[src/rtl/uart_rx.sv]
// uart_rx: 8N1 UART receiver with majority-voted sampling and a valid/ready byte output.
// Ports: clk, rst (async assert, active-low); rx serial line (idle high, async to clk);
//        rx_data/rx_valid/rx_ready byte handshake; frame_err and overrun one-cycle pulses;
//        busy while a frame (or a held-low break) is being processed.
module uart_rx #(
    parameter int CLKS_PER_BIT = 104,
    parameter int SYNC_STAGES  = 2
) (
    input  logic       clk,
    input  logic       rst,
    input  logic       rx,
    output logic [7:0] rx_data,
    output logic       rx_valid,
    input  logic       rx_ready,
    output logic       frame_err,
    output logic       overrun,
    output logic       busy
);
    localparam int MID = CLKS_PER_BIT / 2;
    localparam int CW  = $clog2(CLKS_PER_BIT);
    typedef enum logic [2:0] {IDLE, START, DATA, STOP, BREAK} state_t;
    state_t                 state_q, state_d;
    logic [SYNC_STAGES-1:0] sync_q, sync_d;
    logic                   rx_d_q;
    logic [CW-1:0]          cnt_q, cnt_d;
    logic [2:0]             idx_q, idx_d;
    logic [7:0]             shift_q, shift_d;
    logic                   s0_q, s0_d, s1_q, s1_d;
    logic [7:0]             data_q, data_d;
    logic                   valid_q, valid_d;
    logic                   ferr_q, ferr_d;
    logic                   ovr_q, ovr_d;
    logic                   rx_s, at_smp, maj;
    assign sync_d    = {sync_q[SYNC_STAGES-2:0], rx};
    assign rx_s      = sync_q[SYNC_STAGES-1];
    assign at_smp    = cnt_q == CW'(MID + 1);
    // Vote over the samples taken at MID-1, MID and the live MID+1 sample.
    assign maj       = (s0_q & s1_q) | (s0_q & rx_s) | (s1_q & rx_s);
    assign rx_data   = data_q;
    assign rx_valid  = valid_q;
    assign frame_err = ferr_q;
    assign overrun   = ovr_q;
    assign busy      = state_q != IDLE;
    always_comb begin
        state_d = state_q;
        cnt_d   = cnt_q;
        idx_d   = idx_q;
        shift_d = shift_q;
        s0_d    = s0_q;
        s1_d    = s1_q;
        data_d  = data_q;
        valid_d = valid_q & ~rx_ready;
        ferr_d  = 1'b0;
        ovr_d   = 1'b0;
        // The bit counter free-runs modulo CLKS_PER_BIT once a start edge is seen,
        // so each following sample point lands exactly one bit period later.
        if (state_q == START || state_q == DATA || state_q == STOP) begin
            cnt_d = (cnt_q == CW'(CLKS_PER_BIT - 1)) ? '0 : cnt_q + 1'b1;
            if (cnt_q == CW'(MID - 1)) s0_d = rx_s;
            if (cnt_q == CW'(MID)) s1_d = rx_s;
        end
        unique case (state_q)
            IDLE: if (rx_d_q && !rx_s) begin
                state_d = START;
                cnt_d   = '0;
            end
            START: if (at_smp) begin
                state_d = maj ? IDLE : DATA;
                idx_d   = '0;
            end
            DATA: if (at_smp) begin
                shift_d = {maj, shift_q[7:1]};
                idx_d   = idx_q + 1'b1;
                if (idx_q == 3'd7) state_d = STOP;
            end
            STOP: if (at_smp) begin
                state_d = maj ? IDLE : BREAK;
                ferr_d  = !maj;
                ovr_d   = maj && valid_q && !rx_ready;
                if (maj && (!valid_q || rx_ready)) begin
                    data_d  = shift_q;
                    valid_d = 1'b1;
                end
            end
            BREAK: if (rx_s) state_d = IDLE;
            default: state_d = IDLE;
        endcase
    end
    always_ff @(posedge clk or negedge rst) begin
        if (!rst) begin
            state_q <= IDLE;
            sync_q  <= '1;
            rx_d_q  <= 1'b1;
            cnt_q   <= '0;
            idx_q   <= '0;
            shift_q <= '0;
            s0_q    <= 1'b1;
            s1_q    <= 1'b1;
            data_q  <= '0;
            valid_q <= 1'b0;
            ferr_q  <= 1'b0;
            ovr_q   <= 1'b0;
        end else begin
            state_q <= state_d;
            sync_q  <= sync_d;
            rx_d_q  <= rx_s;
            cnt_q   <= cnt_d;
            idx_q   <= idx_d;
            shift_q <= shift_d;
            s0_q    <= s0_d;
            s1_q    <= s1_d;
            data_q  <= data_d;
            valid_q <= valid_d;
            ferr_q  <= ferr_d;
            ovr_q   <= ovr_d;
        end
    end
endmodule

[config.mk]
export PLATFORM = sky130hd
export DESIGN_NAME = uart_rx
export DESIGN_NICKNAME = d
export VERILOG_FILES = /design/src/rtl/uart_rx.sv
export SDC_FILE = /design/constraint.sdc
export NUM_CORES = 1
export LEC_CHECK = 0
export CAP_MARGIN = 20
export CORE_ASPECT_RATIO = 0.9
export CORE_MARGIN = 5
export CORE_UTILIZATION = 60
export CTS_CLUSTER_SIZE = 16
export DETAILED_ROUTE_END_ITERATION = 6
export MAX_ROUTING_LAYER = met4
export PLACE_DENSITY_LB_ADDON = 0.05
export SETUP_SLACK_MARGIN = 0.3
export SLEW_MARGIN = 20
export SYNTH_ARGS = -nofsm -noshare
export SYNTH_HDL_FRONTEND = slang
export SYNTH_SLANG_ARGS = --single-unit
[constraint.sdc]
create_clock -name clk -period 3 [get_ports clk]
set_input_delay 0.3 -clock clk [delete_from_list [all_inputs] [get_ports clk]]
set_output_delay 0.3 -clock clk [all_outputs]
set_load 0.03 [all_outputs]
# After elaboration in Yosys (flattened, before gate mapping)
# Index checks and enable logic that the tools add are counted.
[word_totals] ff_bits=37 latchBits=0 ram_bits=0 mem_bits_ro=0 in_bits=4 output_inout_bits=12 elab_cells=79 n_memories=0
[classes] add_sub_neg=2 multipliers=0 div_mod_pow=0 magnitude_cmp=0 eq_ne=15 n_shift=0 n_mux=23 bitwise=7 reduce_logical=20
[op_table] cell="$mux 7" count=4
[op_table] cell="$mux 3" count=9
[op_table] cell="$eq 7x6->1 const B" count=3
[op_table] cell="$pmux 3 s5" count=1
[op_table] cell="$ne 2x2->1 const B" count=5
[op_table] cell="$add 7x1->7 const B" count=1
[op_table] cell="$eq 7x7->1 const B" count=1
[op_table] cell="$mux 1" count=7
[op_table] cell="$eq 3x2->1 const B" count=2
[op_table] cell="$eq 3x3->1 const B" count=2
[op_table] cell="$pmux 3 s2" count=1
[op_table] cell="$reduce_and 2->1" count=3
[op_table] cell="$reduce_and 3->1" count=2
[op_table] cell="$reduce_and 6->1" count=1
[op_table] cell="$and 1x1->1" count=4
[op_table] cell="$logic_and 1x1->1" count=4
[op_table] cell="$logic_not 1->1" count=4
[op_table] cell="$add 3x1->3 const B" count=1
[op_table] cell="$eq 3x1->1 const B" count=1
[op_table] cell="$logic_not 3->1" count=1
[op_table] cell="$logic_or 1x1->1" count=3
[op_table] cell="$reduce_bool 3->1" count=1
[op_table] cell="$mux 2" count=1
[op_table] cell="$ne 2x1->1 const B" count=1
[op_table] cell="other kinds (3)" count=4

# Longest topological paths before layout
# Gate-level depths: netlist of run 1.
[depth] word_depth=7 depth_mapped=7 mapped_depth_nobuf=6

# Least setup slack after synthesis of run 1
# No wires, ideal clock.
[synth_timing] path_type="register to register" from="register cnt_q[1]" to="register data_q[0], in the netlist rx_data[0]" setup_ns=0.125 arrival_ns=1.623 setup_slack_ns=1.252 path_stages_with_launch=8 n_path_buf=2 period_less_slack_ns=1.748 cell_sequence="dfrtp_1 -> inv_1 -> ha_1 -> and4b_1 -> buf_6 -> and4b_1 -> buf_6 -> mux2_4"
[synth_via] elab_chain_cells=2
[synth_lines] element="start, declared" line="25" rtl="logic [CW-1:0] cnt_q, cnt_d;"
[synth_lines] element="start signal, assigned" line="107" rtl="cnt_q <= cnt_d;"
[synth_lines] element="$eq 7x6->1" line="36" rtl="assign at_smp = cnt_q == CW'(MID + 1);"
[synth_lines] element="$reduce_and 3->1 (no line)"
[synth_lines] element="end signal, assigned" line="112" rtl="data_q <= data_d;"
[synth_lines] element="end, declared" line="29" rtl="logic [7:0] data_q, data_d;"
# Every way passes these cells.
# A chain may end at the register's enable or synchronous reset.

# Final worst setup path of run 1
[layout_timing] from="register state_q[1]" to="output busy"
[layout_via] elab_chain_cells=1
[layout_lines] element="start, declared" line="22" rtl="state_t state_q, state_d;"
[layout_lines] element="start signal, assigned" line="104" rtl="state_q <= state_d;"
[layout_lines] element="$reduce_bool 3->1" line="43" rtl="assign busy = state_q != IDLE;"
[layout_lines] element="end, declared" line="17" rtl="output logic busy"
# Every way passes these cells.

==> results of run 1 <==
[kinds of logic after synthesis]
| family | Yosys count | synth area share [%] |
|---|---|---|
| flops | 37 | 52.8 |
| xor+xnor | 5 | 2.48 |
| fa+ha+maj | 6 | 4.11 |
| buf+inv | 11 | 3.82 |
| simple gates | 50 | 15.9 |
| mux | 19 | 13.7 |
| compound gates | 19 | 7.22 |
[path summary, 6_finish.rpt]
path	end	slack (ns)	depth (start not counted)
min in group asynchronous	state_q[1]	0.37	2
worst max register to register	rx_data[5]	0.87	5
worst max-delay path	busy	0.82	2
max in group asynchronous	rx_d_q	2.29	2
worst min register to register	sync_q[1]	0.36	0
worst min-delay path	sync_q[1]	0.36	0
[placed cells by master, fill, tap and decap left out, drive strengths merged]
cell / n
xor2: 2
and4b: 2
and2: 3
a31oi: 2
clkbuf: 6
buf: 1
inv: 3
a21oi: 9
maj3: 1
nor2: 10
clkdlybuf4s50: 15
clkinv: 2
o21bai: 1
nor3b: 2
nand3: 4
dfrtp: 32
o21ba: 1
o2bb2ai: 3
xnor2: 3
dfstp: 5
nor3: 3
a311oi: 1
or3: 2
nand2b: 2
nand2: 10
mux2: 18
nand4: 5
a31o: 1
and3b: 1
nor2b: 5
mux2i: 1
and4bb: 1
ha: 5
a41oi: 1
[sequential cells by signal, summed over array words and instances (netlist names)]
name	flops
cnt_q	7
frame_err	1
idx_q	3
overrun	1
rx_d_q	1
rx_data	8
rx_valid	1
s0_q	1
s1_q	1
shift_q	8
state_q	3
sync_q	2
[cells in the mapped netlist (2+ instances only)]
| library cell | instances | area share, % |
|---|---|---|
| dfrtp_1 | 32 | 45 |
| mux2_2 | 10 | 6.4 |
| nand2_1 | 10 | 2.1 |
| nor2_1 | 10 | 2.1 |
| a21oi_1 | 9 | 2.5 |
| mux2_4 | 8 | 6.8 |
| dfstp_2 | 5 | 7.4 |
| ha_1 | 5 | 3.5 |
| nor2b_1 | 5 | 1.8 |
| clkbuf_1 | 4 | 0.85 |
| nand3_1 | 4 | 1.1 |
| nand4_1 | 4 | 1.4 |
| inv_1 | 3 | 0.64 |
| nor3_1 | 3 | 0.85 |
| o2bb2ai_1 | 3 | 1.5 |
| xnor2_1 | 3 | 1.5 |
| a31oi_1 | 2 | 0.71 |
| and2_1 | 2 | 0.71 |
| and4b_1 | 2 | 1.1 |
| buf_6 | 2 | 1.3 |
| nand2b_1 | 2 | 0.71 |
| nor3b_1 | 2 | 0.85 |
| or3_1 | 2 | 0.71 |
| xor2_1 | 2 | 0.99 |
[worst max-delay path: stages (launching register included)]
cell and delay (ns):
dfrtp_1 0.57, or3_1 0.37, clkdlybuf4s50_1 0.60
[cell type report]
cell class | count | area [µm²] | area share (%)
multi-input combinational | 99 | 767 | 38.9
clock buffer | 6 | 41.3 | 2.10
sequential | 37 | 932 | 47.3
inverter | 3 | 11.3 | 0.572
clock inverter | 2 | 10.0 | 0.508
tap | 40 | 50.0 | 2.54
timing repair buffer | 16 | 158 | 8.01
[power by group]
part | internal (mW) | switching, mW
Sequential | 0.568 | 0.107
Combinational | 0.129 | 0.145
Clock | 0.0893 | 0.160
Total | 0.786 | 0.412
[layer usage]
layer / up-vias / share of wire, % / GRT usage (%) / wire, µm
met3: 6 / 3.8 / 6.20 / 114
li1: 549 / - / - / -
met5: - / 0 / - / 0
met1: 546 / 47 / 21.0 / 1440
met4: 0 / 1.5 / 6.65 / 44
met2: 20 / 47 / 27.6 / 1440
==> impl_metrics.env, run 1 <==
export IMPL_placed_area_mm2=0.00192
export IMPL_synth_area_per_cell_um2=12.0
export IMPL_hp_start="sync_q[0]"
export IMPL_yosysWarnings=0
export IMPL_hpwl_mm=2.19
export IMPL_ys_seq_elements=37
export IMPL_setup_violations=0
export IMPL_cts_path_max_buffers=2
export IMPL_slew_headroom_pct=65.3
export IMPL_total_power_mw=1.20
export IMPL_totalWireLength_mm=3.03
export IMPL_hold_viol=0
export IMPL_io_buffers=15
export IMPL_finalClockSkew_ns=0.00671
export IMPL_maxCapViolations=0
export IMPL_rsz0062_at_grt="false"
export IMPL_drtPass1Iterations=4
export IMPL_critPathKind="reg2out"
export IMPL_fin_cells=203
export IMPL_clk_latency_ns=0.34
export IMPL_cts_tree="yes"
export IMPL_synth_nets=156
export IMPL_start_util_pct=63.3
export IMPL_synth_edff_count=0
export IMPL_via_per_inst=5.52
export IMPL_grt_first_pass_wirelength_mm=5.08
export IMPL_drv_slew=0
export IMPL_grt_max_degree=38
export IMPL_fp_dieW_um=67.2
export IMPL_cts_buffers=5
export IMPL_powerDensity_mw_per_mm2=608
export IMPL_clock_sinks=37
export IMPL_hp_class="reg2reg"
export IMPL_post_cts_resized=0
export IMPL_synth_area_mm2=0.00177
export IMPL_dp_slack_ns=0.886
export IMPL_synthCells=147
export IMPL_nets=171
export IMPL_cp_end_kind="output pin"
export IMPL_synth_cell_types=37
export IMPL_drive_gt1_share_pct=22.1
export IMPL_route_detailed_drc=0
export IMPL_antenna_found_initial=0
export IMPL_die_area_mm2=0.00413
export IMPL_setup_tns_final_ns=0
export IMPL_holdBufCountCts=0
export IMPL_crit_path_max_fanout=18
export IMPL_async_flop_share_pct=100
export IMPL_grt_usage_pct=17.6
export IMPL_grt_overflow_total=0
export IMPL_ir_drop_uv=584
export IMPL_leakagePower_nw=0.915
export IMPL_fin_crit_sh_pct=72.7
export IMPL_crit_required_ns=2.70
export IMPL_tightest_slew_ns=0.520
export IMPL_period_needed_ns=2.18
export IMPL_num_fill_cells=231
export IMPL_n_antenna_cell=0
export IMPL_timing_rr_start="cnt_q[1]"
export IMPL_num_vias=1121
export IMPL_routabilityCongestion=0.797
export IMPL_cts_htree_levels=2
export IMPL_post_place_cells=195
export IMPL_hold_ws_ns=0.363
export IMPL_fmax_mhz=459
export IMPL_grt_pass1_vias=1126
export IMPL_area_delta_synth_final_pct=11.5
export IMPL_cp_start_kind="flip-flop"
export IMPL_cts_setup_buffers=0
export IMPL_crit_arrival_ns=1.88
export IMPL_io_pins=16
export IMPL_rows=18
export IMPL_routedWlPerCell_um=14.9
export IMPL_ys_seq_area_share_pct=52.8
export IMPL_path_clk_slew_ns=0.11
export IMPL_utilization_pct=70.5
export IMPL_cts_root_buf="clkbuf_4"
export IMPL_critPathLaunch="state_q[1]"
export IMPL_die_y_um=61.5
export IMPL_ys_flop_type="dfrtp_1"
export IMPL_core_mm2=0.00279
export IMPL_worst_slack_ns=0.819
export IMPL_dr_first_iter_drc_count=67
export IMPL_outcome="finished clean"
export IMPL_ant_nets=0
export IMPL_fin_area_mm2=0.00197
No activity file was read; power rests on OpenSTA's default activity.
==> run 2, diff against run 1 <==
--- a/config.mk
+++ b/config.mk
@@ -8,7 +8,7 @@
 export CAP_MARGIN = 20
 export CORE_ASPECT_RATIO = 0.9
 export CORE_MARGIN = 5
-export CORE_UTILIZATION = 60
+export CORE_UTILIZATION = 51
 export CTS_CLUSTER_SIZE = 16
 export DETAILED_ROUTE_END_ITERATION = 6
 export MAX_ROUTING_LAYER = met4
==> constraint.sdc (replaced) <==
create_clock -name clk -period 2 [get_ports clk]
set_input_delay 0.2 -clock clk [delete_from_list [all_inputs] [get_ports clk]]
set_output_delay 0.2 -clock clk [all_outputs]
set_load 0.03 [all_outputs]
==> run 2 against run 1 <==
- sequential share of layout area decreased by 3.8 points
- count of clock-buffer cells in the layout decreased by 1
- register-to-register slack got worse by 0.56 ns
- final area increased by 9.1%
- largest cell class unchanged
- global-route usage decreased by 1.5 points
- combinational power increased by 130%
- hold slack got worse by 0.052 ns
- non-clock buffer count increased by 11
==> impl_metrics.env, run 2 (synthesis gave the netlist of run 1 again) <==
export IMPL_setup_tns_final_ns=0
export IMPL_hp_class="in2async"
export IMPL_ir_drop_uv=619
export IMPL_n_antenna_cell=0
export IMPL_route_detailed_drc=0
export IMPL_period_needed_ns=1.69
export IMPL_fmax_mhz=591
export IMPL_rsz0062_at_grt="true"
export IMPL_start_util_pct=52.7
export IMPL_critPathKind="reg2reg"
export IMPL_hold_viol=0
export IMPL_powerDensity_mw_per_mm2=1040
export IMPL_crit_path_max_fanout=8
export IMPL_io_pins=16
export IMPL_cts_htree_levels=2
export IMPL_dr_first_iter_drc_count=49
export IMPL_critPathMostFrequentCell="and4b_1"
export IMPL_totalWireLength_mm=3.20
export IMPL_cts_buffers=5
export IMPL_clock_sinks=37
export IMPL_routabilityCongestion=0.800
export IMPL_drive_gt1_share_pct=32.2
export IMPL_fp_dieW_um=72.0
export IMPL_die_area_mm2=0.00474
export IMPL_rows=20
export IMPL_final_common_cell="dfrtp_1"
export IMPL_cp_start_kind="flip-flop"
export IMPL_io_buffers=15
export IMPL_ant_nets=0
export IMPL_die_y_um=65.8
export IMPL_grt_pass1_vias=1191
export IMPL_via_per_inst=5.34
export IMPL_slowest_stage="dfrtp_1"
export IMPL_outcome="finished clean"
export IMPL_antenna_found_initial=0
export IMPL_cp_end_kind="flip-flop"
export IMPL_fin_crit_sh_pct=84.5
export IMPL_finalClockSkew_ns=0.00680
export IMPL_hold_ws_ns=0.312
export IMPL_core_mm2=0.00335
export IMPL_tightest_slew_ns=0.444
export IMPL_crit_arrival_ns=1.87
export IMPL_grt_usage_pct=16.1
export IMPL_num_vias=1165
export IMPL_max_stage_delay_ns=0.39
export IMPL_grt_overflow_total=0
export IMPL_cts_tree="yes"
export IMPL_area_delta_synth_final_pct=21.6
export IMPL_crit_required_ns=2.18
export IMPL_path_clk_slew_ns=0.08
export IMPL_hpwl_mm=2.16
export IMPL_cts_path_max_buffers=2
export IMPL_clk_latency_ns=0.29
export IMPL_worstPathCellList="and3b_2, and4b_1, and4b_1, buf_12, mux2_4"
export IMPL_maxCapViolations=0
export IMPL_drtPass1Iterations=4
export IMPL_final_cell_mix="dfrtp_1 (29), clkdlybuf4s50_1 (14), buf_4 (11)"
export IMPL_cts_root_buf="clkbuf_8"
export IMPL_nets=182
export IMPL_slew_headroom_pct=70.4
export IMPL_grt_max_degree=38
export IMPL_setup_violations=0
export IMPL_grt_first_pass_wirelength_mm=5.64
export IMPL_routedWlPerCell_um=14.7
export IMPL_drv_slew=0
export IMPL_leakagePower_nw=0.989
[run 2: cell count changes in the layout (fill, tap and decap cells not counted), moves of 2 or more]
| cell | previous run | this run |
|---|---|---|
| clkbuf_8 | 0 | 5 |
| clkbuf_4 | 5 | 0 |
| buf_4 | 1 | 11 |
| dfrtp_1 | 32 | 29 |
| dfrtp_2 | 0 | 3 |
| clkinv_2 | 2 | 0 |
[run 2: report_power, final]
group / switching [mW] / total, mW / leakage, nW / internal (mW)
Sequential: 0.0930 / 0.951 / 0.473 / 0.858
Combinational: 0.334 / 0.620 / 0.462 / 0.286
Clock: 0.282 / 0.655 / 0.0543 / 0.373
[run 2: worst paths after layout]
path | start | end | slack, ns | cells after the start
min | rst | idx_q[2] | 0.31 | 2
min in group clk | rx | sync_q[0] | 0.31 | 1
max reg2reg | cnt_q[6] | rx_data[6] | 0.31 | 5
min reg2reg | sync_q[0] | sync_q[1] | 0.35 | 0
max in group asynchronous | rst | sync_q[0] | 1.33 | 2
max | cnt_q[6] | rx_data[6] | 0.31 | 5
[run 2: worst max-delay path: cells and delay by family (launching register included)]
kind                   cells  cell delay, ns
flip-flops                 1            0.39
multiplexers               1            0.30
AND/OR/NAND/NOR            3            0.73
buffers and inverters      1            0.15
[run 2: per-stage QoR]
stage	instance area, µm²	worst slack [ns]	utilization [%]	cells	power, mW
after floorplan	1780	0.299	-	147	1.38
after global placement	2000	0.320	59.5	205	1.49
after detailed placement	2000	0.288	59.5	205	1.50
after CTS	2140	0.319	63.8	216	2.22
after global routing	2150	0.267	64.1	218	2.36
final	2150	0.309	64.1	218	2.23
[run 2: timing repair]
| action | 4_1_cts | 5_1_grt |
|---|---|---|
| setup endpoints to repair | 9 | 15 |
| hold buffers | 0 | 0 |
| buffers inserted | 3 | 2 |
| endpoints found under the hold margin | 0 | 0 |
| gates resized for setup | 6 | 3 |
[run 2: layer usage]
metal / up-vias / share of wire, % / GRT usage, %
li1: 572 / - / -
met5: - / 0 / -
met2: 24 / 47 / 26.0
met4: 0 / 1.5 / 5.63
met3: 7 / 4.9 / 5.47
met1: 562 / 47 / 18.8
[run 2: area by class of cell]
type | count | area, µm²
fillers | 262 | 1200
flip-flops and latches | 37 | 936
multi-input cells | 99 | 783
repair buffers | 27 | 248
clock buffers | 5 | 68.8
well taps | 44 | 55.1
clock inverters | 3 | 46.3
inverters | 3 | 11.3
